File: src/rtl/tdm_mux_8to1.sv
`default_nettype none
// tdm_mux_8to1: serialises an 8-bit parallel frame onto one TDM line, one channel per cycle.
// Optional macro TDM_PARITY_EN appends an even-parity slot and adds the parity_slot output.
module tdm_mux_8to1 #(
  parameter int LSB_FIRST = 1
) (
  input  logic       clk,
  input  logic       rst,
  input  logic       start,
  input  logic [7:0] in,
  output logic       out,
  output logic [2:0] sel,
  output logic       valid,
  output logic       busy,
`ifdef TDM_PARITY_EN
  output logic       parity_slot,
`endif
  output logic       done
);

  localparam logic [1:0] IDLE = 2'd0;
  localparam logic [1:0] SEND = 2'd1;
`ifdef TDM_PARITY_EN
  localparam logic [1:0] PAR  = 2'd2;
`endif
  localparam logic [1:0] DONE = 2'd3;

  localparam logic [2:0] FIRST_SLOT = (LSB_FIRST != 0) ? 3'd0 : 3'd7;
  localparam logic [2:0] LAST_SLOT  = (LSB_FIRST != 0) ? 3'd7 : 3'd0;

  logic [1:0] state_q, state_d;
  logic [7:0] shadow_q, shadow_d;
  logic [2:0] slot_q, slot_d;
  logic [2:0] next_slot;
  logic       out_q, out_d;
  logic [2:0] sel_q, sel_d;
  logic       valid_q, valid_d;
  logic       busy_q, busy_d;
  logic       done_q, done_d;
`ifdef TDM_PARITY_EN
  logic       parity_q, parity_d;
`endif

  // Outputs are computed for the state being entered, so every output is a flop.
  always_comb begin
    state_d   = state_q;
    shadow_d  = shadow_q;
    slot_d    = slot_q;
    out_d     = 1'b0;
    sel_d     = 3'd0;
    valid_d   = 1'b0;
    busy_d    = 1'b0;
    done_d    = 1'b0;
`ifdef TDM_PARITY_EN
    parity_d  = 1'b0;
`endif
    next_slot = (LSB_FIRST != 0) ? slot_q + 3'd1 : slot_q - 3'd1;

    case (state_q)
      IDLE: begin
        if (start) begin
          shadow_d = in;
          slot_d   = FIRST_SLOT;
          state_d  = SEND;
          valid_d  = 1'b1;
          busy_d   = 1'b1;
          sel_d    = FIRST_SLOT;
          out_d    = in[FIRST_SLOT];
        end
      end
      SEND: begin
        if (slot_q == LAST_SLOT) begin
`ifdef TDM_PARITY_EN
          state_d  = PAR;
          busy_d   = 1'b1;
          parity_d = 1'b1;
          out_d    = ^shadow_q;
`else
          state_d  = DONE;
          done_d   = 1'b1;
`endif
        end else begin
          slot_d  = next_slot;
          valid_d = 1'b1;
          busy_d  = 1'b1;
          sel_d   = next_slot;
          out_d   = shadow_q[next_slot];
        end
      end
`ifdef TDM_PARITY_EN
      PAR: begin
        state_d = DONE;
        done_d  = 1'b1;
      end
`endif
      default: begin
        state_d = IDLE;
      end
    endcase
  end

  always_ff @(posedge clk or posedge rst) begin
    if (rst) begin
      state_q  <= IDLE;
      shadow_q <= 8'd0;
      slot_q   <= 3'd0;
      out_q    <= 1'b0;
      sel_q    <= 3'd0;
      valid_q  <= 1'b0;
      busy_q   <= 1'b0;
      done_q   <= 1'b0;
`ifdef TDM_PARITY_EN
      parity_q <= 1'b0;
`endif
    end else begin
      state_q  <= state_d;
      shadow_q <= shadow_d;
      slot_q   <= slot_d;
      out_q    <= out_d;
      sel_q    <= sel_d;
      valid_q  <= valid_d;
      busy_q   <= busy_d;
      done_q   <= done_d;
`ifdef TDM_PARITY_EN
      parity_q <= parity_d;
`endif
    end
  end

  assign out   = out_q;
  assign sel   = sel_q;
  assign valid = valid_q;
  assign busy  = busy_q;
  assign done  = done_q;
`ifdef TDM_PARITY_EN
  assign parity_slot = parity_q;
`endif

endmodule
`default_nettype wire

File: config.mk
export PLATFORM = sky130hd
export DESIGN_NAME = tdm_mux_8to1
export DESIGN_NICKNAME = d
export VERILOG_FILES = /design/src/rtl/tdm_mux_8to1.sv
export SDC_FILE = /design/constraint.sdc
export NUM_CORES = 1
export LEC_CHECK = 0
export CAP_MARGIN = 10
export CELL_PAD_IN_SITES_DETAIL_PLACEMENT = 2
export CELL_PAD_IN_SITES_GLOBAL_PLACEMENT = 2
export CORE_MARGIN = 4
export CORE_UTILIZATION = 32
export CTS_CLUSTER_SIZE = 40
export DETAILED_ROUTE_END_ITERATION = 8
export PLACE_DENSITY_LB_ADDON = 0.1
export SLEW_MARGIN = 15
export SYNTH_ARGS = -nofsm -noshare
export SYNTH_HDL_FRONTEND = slang
export SYNTH_SLANG_ARGS = --single-unit
File: constraint.sdc
create_clock -name clk -period 2.26 [get_ports clk]
set_input_delay 0.565 -clock clk [delete_from_list [all_inputs] [get_ports clk]]
set_output_delay 0.565 -clock clk [all_outputs]
set_load 0.02 [all_outputs]
==> flow_summary.json <==
{
  "max-cap-violations": 0,
  "start_util": 0.349,
  "synth.distinct_cells": 18,
  "crit_chain": "ha_1 > ha_1 > nand2b_1 > a21oi_2 > mux2_2",
  "powerDensity_mw_per_mm2": 1460,
  "dieArea_mm2": 0.00340,
  "root_buffer": "clkbuf_4",
  "grt_pass1_wl_um": 2890,
  "crit_fanout": 6,
  "min_period_ps": 1880,
  "clkLatencyLatePin_ps": 300,
  "hold_class": "register to register",
  "grt_antenna_before_repair": 0,
  "cts_tree": "yes",
  "syn_nets": 71,
  "arrival_ps": 2080,
  "whs_ps": 521,
  "synthXorXnorAreaFrac": 0,
  "skew_ps": 2.14,
  "fin_setup_tns_ps": 0,
  "worst_pin_slew_ps": 430,
  "critPathMaxStageDelay_ps": 490,
  "drt-total-wl_um": 1590,
  "ys_seq_area_frac": 0.587,
  "cp-end-kind": "register",
  "pin_count": 18,
  "path_class": "register to register",
  "ant_nets": 0,
  "core-area_mm2": 0.00232,
  "drc": 0,
  "clock.fmax_mhz": 532,
  "cts-resized-gates": 0,
  "critPathSlowestCell": "dfrtp_1",
  "globalRoute.totalOverflow": 0,
  "die_w_um": 58.3,
  "grt_usage": 0.114,
  "ir_drop_mv": 0.578,
  "drt-vias-per-instance": 4.79,
  "yosysWarningCount": 0,
  "gp_congestion": 0.664,
  "post_cts_hold_buffer_count": 0,
  "clk_pin_slew_ps": 110,
  "reg2reg_from": "slot_q[0]",
  "finalNonFillerCells": 107,
  "cts_buffers": 3,
  "drtIter0Drc": 3,
  "diodes": 0,
  "p_leak_nw": 0.472,
  "h-tree-depth": 1,
  "area_growth_pct": 28.7,
  "cpMostUsedCell": "ha_1",
  "clkSinkCount": 19,
  "syn_area_um2": 810,
  "rsz0062_at_grt": "false",
  "drive_gt1_frac": 0.215,
  "synth_compound_area_frac": 0.0371,
  "grt_pass1_vias": 643,
  "crit_required_ps": 2460,
  "rows": 17,
  "grt_max_degree": 20,
  "slew-limit-headroom": 0.713,
  "drtPass1Iterations": 3,
  "netlist_instances": 58,
  "synth_seq_cells": 19,
  "die_height_um": 58.3,
  "postLayoutCoreUtil": 0.450,
  "slew_viol_final": 0,
  "wl_per_cell_um": 14.9,
  "synth_simple_gate_area_frac": 0.127,
  "place_inst": 103,
  "start_kind": "register",
  "min_period_over_period": 0.832,
  "worstSetupStartpoint": "slot_q[0]",
  "num_vias": 512,
  "post_cts_buffers": 0,
  "io_buffers": 17,
  "setup_viol": 0,
  "synthMuxAreaShare": 0.195,
  "synth_top_family_by_area": "multiplexers",
  "rrSetupSlack_ps": 380,
  "hpwl_um": 1270,
  "status": "finished, final reports clean",
  "avgSynthCellArea_um2": 14.0,
  "hold_viol": 0,
  "nets": 93,
  "cts_buffer_depth": 2,
  "hold_path_startpoint": "shadow_q[7]",
  "synthAdderAreaFrac": 0.0309
}
where the power goes:
group	internal, mW	total, mW	leakage (nW)	switching (mW)
registers	0.507	0.611	0.229	0.104
logic	0.399	0.731	0.226	0.332
clock network	0.0661	0.175	0.0177	0.109
total	0.972	1.52	0.472	0.546
routing by layer:
metal,global-route usage,vias up,wire (um)
met3,0.0307,3,101
met2,0.191,16,784
li1,-,243,-
met1,0.128,250,672
met5,0,-,0
met4,0.0695,0,36
worst max-delay path, delay by kind of cell, from the launching register on:
| family | cells | cell delay [ps] |
|---|---|---|
| fa+ha+maj | 2 | 470 |
| compound gates | 1 | 270 |
| mux | 1 | 370 |
| flops | 1 | 490 |
| simple gates | 1 | 170 |
synthesized netlist by cell type:
master,instances,share of area
and3_1,1,0.0077
nor2_1,5,0.023
nor3b_1,1,0.0093
nor2b_1,1,0.0077
mux2i_1,3,0.037
a21oi_2,1,0.011
o41ai_2,1,0.020
inv_1,3,0.014
mux2_2,9,0.13
buf_4,1,0.0093
and2_1,3,0.023
nand2_1,2,0.0093
nand2b_1,3,0.023
ha_1,2,0.031
dfrtp_1,19,0.59
o21ai_0,1,0.0062
mux4_1,1,0.032
nor3b_4,1,0.023
registers in the layout (all words and copies together), names as in the netlist:
register	flops
sel	3
state_q	2
out	1
slot_q	3
busy	1
done	1
shadow_q	8
area by class of cell:
cell class | instances | area [um2]
Tap cell | 28 | 35.0
Timing Repair Buffer | 18 | 178
Multi-Input combinational cell | 35 | 315
Fill cell | 240 | 1280
Clock buffer | 3 | 22.5
Inverter | 3 | 11.3
Clock inverter | 1 | 5.00
Sequential cell | 19 | 475
worst paths after layout:
check / depth (start not counted) / end
max reg2reg: 5 / slot_q[2]
min reg2reg: 1 / shadow_q[7]
max: 5 / slot_q[2]
min: 1 / shadow_q[7]
min in group asynchronous: 3 / out
max in group asynchronous: 3 / state_q[0]
cells in the final DEF, fill, tap and decap left out, drive strengths merged:
cell type      netlist  layout
mux2i                3       3
o41ai                1       1
dfrtp               19      19
nor2b                1       1
nor2                 5       5
nor3b                2       2
clkinv               0       1
nand2b               3       3
and2                 3       3
buf                  1       1
clkdlybuf4s50        0      17
nand2                2       2
a21oi                1       1
clkbuf               0       3
inv                  3       3
ha                   2       2
mux2                 9       9
and3                 1       1
o21ai                1       1
mux4                 1       1
metrics by stage:
step / instance area, um2 / power, mW / setup WS [ps]
after floorplan: 810 / 1.13 / 594
after global placement: 1010 / 1.34 / 262
after detailed placement: 1010 / 1.38 / 190
after CTS: 1040 / 1.56 / 338
after global routing: 1040 / 1.65 / 279
final: 1040 / 1.52 / 380
kinds of logic after synthesis:
kind of cell,Yosys count
DFF,19
and+or+nand+nor,17
muxes,13
buffers and inverters,4
AOI/OAI and AO/OA,3
adders and majority gates,2
(Power assumes the default switching activity.)
